## src/rtl/serial_subtractor_pkg.sv

```systemverilog
`default_nettype none
// ============================================================================
// Module  : serial_subtractor_pkg
// Purpose : Shared types and constants for the bit-serial subtractor.
//           state_t          - controller states (IDLE/RUN/DONE)
//           SS_WIDTH_DEFAULT - default operand/result width
// Revision: 1.0 - initial release
// ============================================================================
package serial_subtractor_pkg;

  localparam int SS_WIDTH_DEFAULT = 4;

  typedef enum logic [1:0] {
    IDLE = 2'd0,
    RUN  = 2'd1,
    DONE = 2'd2
  } state_t;

endpackage
`default_nettype wire

```

## src/rtl/serial_subtractor_full_subtractor.sv

```systemverilog
`default_nettype none
// ============================================================================
// Module  : full_subtractor
// Purpose : One-bit full subtractor computing a - b - bin.
// Ports   : a, b  - operand bits
//           bin   - incoming borrow
//           d     - difference bit
//           bout  - outgoing borrow
// Revision: 1.0 - initial release
// ============================================================================
module full_subtractor (
  input  logic a,
  input  logic b,
  input  logic bin,
  output logic d,
  output logic bout
);

  assign d    = a ^ b ^ bin;
  assign bout = (~a & b) | (~(a ^ b) & bin);

endmodule
`default_nettype wire

```

## src/rtl/serial_subtractor.sv

```systemverilog
`default_nettype none
// ============================================================================
// Module  : serial_subtractor
// Purpose : Bit-serial unsigned subtractor, LSB first, one bit per clock.
//           Accepts a start in IDLE, spends WIDTH cycles in RUN, then pulses
//           done for one cycle in DONE and returns to IDLE.
// Ports   : clk    - system clock (rising edge)
//           reset  - asynchronous active-high reset
//           start  - request a subtraction (sampled in IDLE only)
//           a, b   - minuend / subtrahend, captured on the accepting edge
//           busy   - high while in RUN
//           done   - one-cycle completion pulse
//           d      - a - b mod 2^WIDTH, held until the next completion
//           bout   - final borrow (a < b unsigned)
//           ovf    - signed overflow, present only when the build macro
//                    SERIAL_SUBTRACTOR_OVF_EN is defined
// Revision: 1.0 - initial release
// ============================================================================
module serial_subtractor
  import serial_subtractor_pkg::*;
#(
  parameter int WIDTH = SS_WIDTH_DEFAULT
) (
  input  logic             clk,
  input  logic             reset,
  input  logic             start,
  input  logic [WIDTH-1:0] a,
  input  logic [WIDTH-1:0] b,
  output logic             busy,
  output logic             done,
  output logic [WIDTH-1:0] d,
  output logic             bout
`ifdef SERIAL_SUBTRACTOR_OVF_EN
  ,
  output logic             ovf
`endif
);

  localparam int               CNT_W  = $clog2(WIDTH) + 1;
  localparam logic [CNT_W-1:0] C_LAST = CNT_W'(WIDTH - 1);

  state_t           r_state;
  state_t           w_next;
  logic             w_accept;
  logic             w_last;

  logic [WIDTH-1:0] r_a;
  logic [WIDTH-1:0] r_b;
  logic [WIDTH-1:0] r_res;
  logic             r_brw;
  logic [CNT_W-1:0] r_cnt;
  logic [WIDTH-1:0] r_d;
  logic             r_bout;

  logic             w_diff;
  logic             w_brw_next;

  // --------------------------------------------------------------------------
  // Controller
  // --------------------------------------------------------------------------
  always_ff @(posedge clk or posedge reset) begin
    if (reset) begin
      r_state <= IDLE;
    end else begin
      r_state <= w_next;
    end
  end

  always_comb begin
    w_next   = r_state;
    w_accept = 1'b0;
    w_last   = 1'b0;
    case (r_state)
      IDLE: begin
        if (start) begin
          w_accept = 1'b1;
          w_next   = RUN;
        end
      end
      RUN: begin
        if (r_cnt == C_LAST) begin
          w_last = 1'b1;
          w_next = DONE;
        end
      end
      DONE:    w_next = IDLE;
      default: w_next = IDLE;
    endcase
  end

  assign busy = (r_state == RUN);
  assign done = (r_state == DONE);

  // --------------------------------------------------------------------------
  // Datapath: the operand LSBs feed the single full subtractor each RUN cycle
  // --------------------------------------------------------------------------
  full_subtractor u_fs (
    .a    (r_a[0]),
    .b    (r_b[0]),
    .bin  (r_brw),
    .d    (w_diff),
    .bout (w_brw_next)
  );

  always_ff @(posedge clk or posedge reset) begin
    if (reset) begin
      r_a    <= '0;
      r_b    <= '0;
      r_res  <= '0;
      r_brw  <= 1'b0;
      r_cnt  <= '0;
      r_d    <= '0;
      r_bout <= 1'b0;
    end else if (w_accept) begin
      r_a   <= a;
      r_b   <= b;
      r_res <= '0;
      r_brw <= 1'b0;
      r_cnt <= '0;
    end else if (r_state == RUN) begin
      r_a   <= r_a >> 1;
      r_b   <= r_b >> 1;
      r_brw <= w_brw_next;
      // Difference bits enter at the MSB so after WIDTH shifts bit 0 is LSB.
      r_res <= {w_diff, r_res[WIDTH-1:1]};
      // Hold on the last bit so the counter never wraps.
      if (!w_last) begin
        r_cnt <= r_cnt + CNT_W'(1);
      end
      // Publish the full result on the DONE-entry edge, including the bit
      // being computed this cycle.
      if (w_last) begin
        r_d    <= {w_diff, r_res[WIDTH-1:1]};
        r_bout <= w_brw_next;
      end
    end
  end

  assign d    = r_d;
  assign bout = r_bout;

`ifdef SERIAL_SUBTRACTOR_OVF_EN
  // The operand shift registers lose their MSBs while shifting, so the sign
  // bits are kept separately from the accepting edge.
  logic r_a_msb;
  logic r_b_msb;
  logic r_ovf;

  always_ff @(posedge clk or posedge reset) begin
    if (reset) begin
      r_a_msb <= 1'b0;
      r_b_msb <= 1'b0;
      r_ovf   <= 1'b0;
    end else if (w_accept) begin
      r_a_msb <= a[WIDTH-1];
      r_b_msb <= b[WIDTH-1];
    end else if (w_last) begin
      // On the last RUN cycle w_diff is the result MSB.
      r_ovf <= (r_a_msb != r_b_msb) & (w_diff != r_a_msb);
    end
  end

  assign ovf = r_ovf;
`endif

endmodule
`default_nettype wire

```

## config.mk

```make
export PLATFORM = sky130hd
export DESIGN_NAME = serial_subtractor
export DESIGN_NICKNAME = d
export VERILOG_FILES = /design/src/rtl/serial_subtractor_pkg.sv /design/src/rtl/serial_subtractor_full_subtractor.sv /design/src/rtl/serial_subtractor.sv
export SDC_FILE = /design/constraint.sdc
export NUM_CORES = 1
export LEC_CHECK = 0
export CORE_ASPECT_RATIO = 1.25
export CORE_MARGIN = 2
export CORE_UTILIZATION = 55
export CTS_BUF_LIST = sky130_fd_sc_hd__clkbuf_8
export DETAILED_ROUTE_END_ITERATION = 12
export DONT_BUFFER_PORTS = 1
export PLACE_DENSITY = 0.68
export RECOVER_POWER = 25
export SLEW_MARGIN = 25
export SYNTH_ARGS = -nofsm -noshare
export SYNTH_HDL_FRONTEND = slang
export SYNTH_SLANG_ARGS = --single-unit
```

## constraint.sdc

```tcl
create_clock -name clk -period 3 [get_ports clk]
set_input_delay 0.3 -clock clk [delete_from_list [all_inputs] [get_ports clk]]
set_output_delay 0.3 -clock clk [all_outputs]
set_load 0.005 [all_outputs]
```

==> reports/metrics.cfg, run 1 <==
[cells_and_area]
multiInputGateArea_um2 = 390
nFillCells = 141
finalInstanceArea_um2 = 1060
nets = 106
drive_above_1_share_pct = 15.4
stdcell_count = 110
seq_area_um2 = 551
antenna_cells = 0
area_delta_synth_final_pct = 5.23

[routing]
avgRoutedWirePerCell_um = 15.8
routed_wl_um = 1740
drt-vias-per-instance = 6.08
route.detailed.drc = 0
drtIter0Drc = 18
vias = 669
drt.antenna.violating_nets = 0
firstDrtPassIters = 4

[die]
fp.dieH_um = 51.8
die_x_um = 42.2
design.core.area_um2 = 1740
initial_utilization_pct = 57.6
rows = 17
die_area_um2 = 2190
ios = 18

[synth]
synth-async-reset-ratio_pct = 100
synth_top_flop_cell = dfrtp_1
synthCells = 91
syn_area_um2 = 1000
yosys_warnings = 0
synth_commonest_cells = 22 x dfrtp_1, 10 x inv_1, 10 x o22ai_1
synth.avg_cell_area_um2 = 11.0
synth_top_cell_area_share_pct = 54.8
synth_nets = 105
yosysMostFrequentCell = dfrtp_1
yosys-top-cells-area = dfrtp_1 55%, o22ai_1 6.2%, mux2_2 4.5%
ys_types = 25
yosysTopAreaCell = dfrtp_1
ys_seq_elements = 22
synth_edf_count = 0
ys_seq_area_share_pct = 54.8

[clocking]
cts_hold_buf = 0
insertion_delay_ps = 250
numCtsBuffers = 3
cts.repair.resized = 0
postCtsSetupBuffers = 0
cts_max_level = 1
clk_pin_slew_ps = 70
clock_sinks = 22
clk_path_buf_depth = 2
cts_tree = built
cts_root_buffer = clkbuf_8

[run_status]
outcome = finished clean

[place]
hpwl_um = 1220
place.gp.congestion = 0.715
dpl.cell_count = 106
placed_cell_area_um2 = 1000
portBuffers = 0

[worst_setup_path]
timing.rr.end = d[0]
rr_startpoint = r_cnt[0]
crit_type = register to output port
cp-end-kind = output port
start_kind = register
path_delay_family = flip-flops
crit_fanout = 11
slowest_delay_ps = 570
crit_chain = or2b_4, inv_1
path_depth = 2
cp.arrival_ps = 1330
crit_slowest_cell = dfrtp_1
worstRegToRegCells = 4
cp_data_required_time_ps = 2700
worstPathBufferInverterCount = 1
startpoint = r_state[0]
reg2reg_slack_ps = 1440

[global_route]
track_usage_pct = 18.1
grt_pass1_vias = 678
grt_max_degree = 23
grt_pass1_wl_um = 2970
antenna_found_initial = 0
grt_overflow = 0

[power]
leakagePower_uw = 0.000485
vdd_drop_max_v = 0.000525
p_per_area_nw_per_um2 = 1120

[timing]
worstMarginPinSlew_ps = 817
fin_setup_tns_ps = 0
finalCritPeriodShare_pct = 54.3
finalHoldViolCount = 0
max_clock_freq_mhz = 614
grt_setup_unrepaired = false
slew_headroom_pct = 45.5
finalSetupViolCount = 0
final-max-slew-violation-count = 0
finClkSkew_ps = 0.663
min_period_ps = 1630

[hold_path]
hp-class = primary input to asynchronous set/reset pin

[flow_run]
max_cap_viol_count = 0

power by group:
part	total (uW)	internal (uW)	switching, uW
clock network	206	117	89.0
registers	542	432	110
logic	439	216	222
metrics by stage:
step           power (uW)  utilization [%]  setup slack (ps)  hold WS (ps)
3_5_place_dp          996             57.5              1440           397
5_1_grt              1290             60.6              1300           146
3_3_place_gp          972             57.5              1480           381
4_1_cts              1200             60.6              1360           115
6_report             1190             60.6              1370          87.3
2_1_floorplan         908                -              1510           289
kinds of logic (layout without fill, tap and decap cells):
logic type               Yosys count  count (layout)  share of synthesized area (%)
AND/OR/NAND/NOR                   16              16                           9.34
flip-flops                        22              22                           54.8
multiplexers                       4               4                           4.48
adder cells (fa/ha/maj)            3               3                           4.48
buffers and inverters             14              14                           6.35
AO/OA/AOI/OAI                     32              32                           20.5
sequential cells by signal, indices dropped and copies added (netlist names):
signal and flops:
r_cnt 3, r_state 2, d 4, r_b 4
r_a 4, r_res 3, r_brw 1, bout 1
cells in the final DEF (no fill, tap or decap):
| cell type | netlist | routed |
|---|---|---|
| o31ai_1 | 1 | 1 |
| o21bai_2 | 1 | 1 |
| a21oi_1 | 8 | 8 |
| nor3_1 | 2 | 2 |
| clkbuf_8 | 0 | 4 |
| o21ai_2 | 1 | 1 |
| dfrtp_1 | 22 | 22 |
| o22ai_1 | 10 | 10 |
| o22a_1 | 1 | 1 |
| mux2_2 | 4 | 4 |
| nand2b_1 | 1 | 1 |
| ha_1 | 2 | 2 |
| or4b_4 | 1 | 1 |
| nand3b_2 | 1 | 1 |
| a22oi_1 | 1 | 1 |
| a22o_1 | 3 | 3 |
| nor3b_1 | 1 | 1 |
| nor2_1 | 4 | 4 |
| nand2_1 | 5 | 5 |
| inv_1 | 10 | 10 |
| o21ai_0 | 5 | 5 |
| or2b_4 | 1 | 1 |
| a21oi_2 | 1 | 1 |
| fa_1 | 1 | 1 |
area by class of cell:
type	instances	share of cell area, %
flip-flops and latches	22	52.1
multi-input cells	55	36.9
clock buffers	4	5.21
inverters	10	3.55
well taps	19	2.25
worst max-delay path by stage:
stage | end | slack, ps
after detailed placement | d[0] | 1440
final | busy | 1370
after global routing | busy | 1300
after floorplan | d[0] | 1510
after global placement | d[3] | 1480
after CTS | busy | 1360
layer usage:
layer	track usage, %	vias to the layer above	wire [um]
met5	0	-	0
met4	9.38	0	13
met3	3.13	2	63
met2	28.5	22	848
met1	23.8	325	814
li1	-	320	-
worst register-to-register path, delay by kind of cell (launching register included):
kind	cells	cell delay, ps
multiplexers	1	350
adder cells (fa/ha/maj)	2	480
AND/OR/NAND/NOR	1	200
flip-flops	1	410
(Power assumes the default switching activity.)
==> run 2: changes to the inputs <==
Clock period 3 ns to 1.7 ns, I/O delays scaled along.
==> reports/metrics.cfg, run 2 (synthesis results as in run 1) <==
[hold_path]
worstHoldEndpoint = r_a[3]
whs_path_depth = 2
hp-start = a[3]
hp-class = primary input to register

[clocking]
clk_path_buf_depth = 2
cts_tree = built
cts_root_buffer = clkbuf_8
cts_max_level = 1
clock_sinks = 22
insertion_delay_ps = 260
clk_pin_slew_ps = 80
cts.repair.resized = 0
numCtsBuffers = 3

[routing]
drt-vias-per-instance = 6.11
routed_wl_um = 1740
avgRoutedWirePerCell_um = 15.6
drt.antenna.violating_nets = 0
vias = 684
route.detailed.drc = 0
drtIter0Drc = 14
firstDrtPassIters = 4

[timing]
finalCritPeriodShare_pct = 92.3
finClkSkew_ps = 6.83
hold_slack_ps = 36.9
final-max-slew-violation-count = 0
fin_setup_tns_ps = 0
slew_headroom_pct = 24.4
min_period_ps = 1570
grt_setup_unrepaired = false
setup_ws_ps = 131
worstMarginPinSlew_ps = 1130
finalSetupViolCount = 0
max_clock_freq_mhz = 637
finalHoldViolCount = 0

[global_route]
antenna_found_initial = 0
grt_pass1_wl_um = 3130
grt_overflow = 0
grt_pass1_vias = 709
track_usage_pct = 19.4
grt_max_degree = 23

[run_status]
outcome = finished clean

[die]
die_area_um2 = 2190
ios = 18
fp.dieH_um = 51.8
design.core.area_um2 = 1740
rows = 17
die_x_um = 42.2
initial_utilization_pct = 57.6

[cells_and_area]
fin_util_pct = 62.3
antenna_cells = 0
layout_commonest_cell = dfrtp_1
nFillCells = 145
drive_above_1_share_pct = 15.1
seq_area_um2 = 551
multiInputGateArea_um2 = 390
area_delta_synth_final_pct = 8.22
nets = 108
final_cell_mix = 22 x dfrtp_1, 10 x inv_1, 10 x o22ai_1, 8 x a21oi_1

[worst_setup_path]
rr_startpoint = r_cnt[0]
crit_type = register to register
start_kind = register
cp_data_required_time_ps = 1840
cp-end-kind = register
crit_fanout = 8
cp.arrival_ps = 1710
reg2reg_slack_ps = 130
worstRegToRegCells = 4
timing.rr.end = d[1]

[power]
p_per_area_nw_per_um2 = 2030
leakagePower_uw = 0.000497
power_uw = 2210
vdd_drop_max_v = 0.000968

[place]
place.gp.congestion = 0.713
portBuffers = 0
hpwl_um = 1230
preCtsSetupSlack_ps = 138

[flow_run]
max_cap_viol_count = 0

==> run 2: changes by cell type in the layout (fill, tap and decap cells not counted) <==
| cell | before | now |
|---|---|---|
| bufinv_16 | 0 | 1 |
| clkbuf_1 | 0 | 1 |
| clkbuf_8 | 4 | 3 |
| dlygate4sd3_1 | 0 | 1 |
==> run 2: final cells by class <==
class	instances	share of cell area [%]
sequential	22	50.6
multi-input combinational	55	35.9
clock buffer	3	3.80
inverter	10	3.45
clock inverter	1	2.76
tap	19	2.19
timing repair buffer	2	1.27
==> run 2: worst max path at each step <==
stage              from        to  slack [ps]  cells past startpoint
2_1_floorplan  r_cnt[0]      d[0]         210                      5
3_3_place_gp   r_cnt[0]      d[3]         180                      4
3_5_place_dp   r_cnt[0]      d[2]         140                      4
4_1_cts        r_cnt[0]      d[1]         130                      4
5_1_grt           reset  r_cnt[2]          20                      3
6_report       r_cnt[0]      d[1]         130                      4
==> run 2: report_power, final <==
part / leakage [uW] / internal (uW) / switching [uW]
clock network: 0.0000357 / 314 / 164
logic: 0.000188 / 381 / 394
registers: 0.000274 / 762 / 196
==> run 2: what timing repair did <==
| item | 4_1_cts | 5_1_grt |
|---|---|---|
| setup buffers | 0 | 0 |
| hold endpoints to repair | 22 | 0 |
| hold buffers | 1 | 0 |
==> run 2: per-stage QoR <==
step,instances,cell area (um2)
finish,112,1090
global route,112,1090
CTS,112,1090
detailed placement,107,1010
global placement,107,1010
floorplan,91,1000
==> run 2: critical path: stages, from the launching register on <==
cell and delay [ps]:
dfrtp_1 410, ha_1 210, ha_1 280, nand3b_2 210
mux2_2 350
==> run 2: per-layer routing <==
layer / global-route usage, % / vias to the layer above / share of wire [%]
met5: 0 / - / 0
met4: 10.9 / 0 / 1.5
met3: 4.86 / 4 / 4.6
met2: 29.7 / 24 / 49
met1: 25.0 / 334 / 45
li1: - / 322 / -
==> run 3: changes to the inputs <==
Settings changed: CORE_MARGIN 2 to 1.5, TNS_END_PERCENT from default to 5.
==> reports/metrics.cfg, run 3 (synthesis results as in run 1) <==
[worst_setup_path]
rr_startpoint = r_cnt[0]
cp-end-kind = register
timing.rr.end = d[1]
worstRegToRegCells = 4
crit_fanout = 8
cp.arrival_ps = 1720
reg2reg_slack_ps = 130
crit_type = register to register
start_kind = register
cp_data_required_time_ps = 1840

[power]
power_uw = 2050
swShare_pct = 36.5
p_clk_share_pct = 15.1
p_per_area_nw_per_um2 = 1940
power.share.combinational_pct = 38.2
p_int_uw = 1300
leakagePower_uw = 0.000486
vdd_drop_max_v = 0.00105
p_sw_uw = 750
pwr-share-seq_pct = 46.7

[hold_path]
whs_path_depth = 2
hp-start = a[3]
hp-class = primary input to register
worstHoldEndpoint = r_a[3]

[clocking]
cts_max_level = 1
clock_sinks = 22
clk_pin_slew_ps = 70
cts_root_buffer = clkbuf_8
cts_tree = built
numCtsBuffers = 3
insertion_delay_ps = 250
clk_path_buf_depth = 2

[place]
hpwl_um = 1220
place.gp.congestion = 0.726
placed_cell_area_um2 = 1010
portBuffers = 0

[timing]
finalSetupViolCount = 0
fin_setup_tns_ps = 0
worstMarginPinSlew_ps = 534
slew_headroom_pct = 64.4
finalCritPeriodShare_pct = 92.4
finClkSkew_ps = 0.886
final-max-slew-violation-count = 0
max_clock_freq_mhz = 636
finalHoldViolCount = 0
min_period_ps = 1570
grt_setup_unrepaired = false

[global_route]
grt_pass1_wl_um = 2750
grt_overflow = 0
antenna_found_initial = 0
grt_max_degree = 23
track_usage_pct = 19.5
grt_pass1_vias = 645

[die]
fp.dieH_um = 50.8
die_x_um = 41.2
ios = 18
design.core.area_um2 = 1740
die_area_um2 = 2090
rows = 17
initial_utilization_pct = 57.6

[cells_and_area]
drive_above_1_share_pct = 15.2
nets = 108
nFillCells = 149
finalInstanceArea_um2 = 1060
antenna_cells = 0
area_delta_synth_final_pct = 5.36
layout_commonest_cell = dfrtp_1
final_cell_mix = 22 x dfrtp_1, 10 x inv_1, 10 x o22ai_1, 8 x a21oi_1

[routing]
vias = 668
drt-vias-per-instance = 6.02
routed_wl_um = 1740
avgRoutedWirePerCell_um = 15.7
route.detailed.drc = 0
firstDrtPassIters = 4
drtIter0Drc = 4
drt.antenna.violating_nets = 0

[flow_run]
max_cap_viol_count = 0

[run_status]
outcome = finished clean

[run 3: cell type report]
type / instances / area, um2 / area share, %
Tap cell: 19 / 23.8 / 2.25
Inverter: 10 / 37.5 / 3.55
Clock buffer: 3 / 41.3 / 3.90
Timing Repair Buffer: 2 / 15.0 / 1.42
Multi-Input combinational cell: 55 / 390 / 36.9
Sequential cell: 22 / 551 / 52.0
[run 3: how the worst max path moves through the flow]
stage | start | endpoint | slack (ps) | cells after the start
finish | r_cnt[0] | d[1] | 130 | 4
global route | r_cnt[0] | d[3] | 50 | 4
CTS | r_cnt[0] | d[1] | 130 | 4
detailed placement | r_cnt[0] | d[1] | 140 | 4
global placement | r_cnt[0] | d[3] | 180 | 4
floorplan | r_cnt[0] | d[0] | 210 | 5
[run 3: power by group through the flow]
| stage | clock network, uW | logic, uW | registers [uW] |
|---|---|---|---|
| after detailed placement | 0 | 796 | 965 |
| after global placement | 0 | 757 | 960 |
| after floorplan | 0 | 715 | 888 |
| after CTS | 318 | 799 | 957 |
| after global routing | 334 | 904 | 998 |
| final | 310 | 785 | 959 |
[run 3: critical path: stages (launching register included)]
cell	delay, ps
dfrtp_1	410
ha_1	220
ha_1	270
nand3b_2	200
mux2_2	360
[run 3: what timing repair did]
item,in CTS,in global routing
hold endpoints to repair,22,0
setup buffers,0,0
gates resized for setup,0,0
hold buffers,1,0
[run 3: routing by layer]
layer  global-route usage [%]  wire length [um]  vias up
met3                     2.21                72        5
met1                     25.9               816      321
li1                         -                 -      324
met2                     29.9               822       18
met5                        0                 0        -
met4                     9.68                29        0
[run 3: metrics by stage]
| step | cells | utilization, % | setup WS (ps) | hold WS [ps] |
|---|---|---|---|---|
| after detailed placement | 107 | 57.9 | 143 | 112 |
| after floorplan | 91 | - | 209 | 159 |
| after global routing | 111 | 60.7 | 46.8 | 64.1 |
| final | 111 | 60.7 | 129 | 48.4 |
| after global placement | 107 | 57.9 | 182 | 112 |
| after CTS | 111 | 60.8 | 131 | 47.7 |
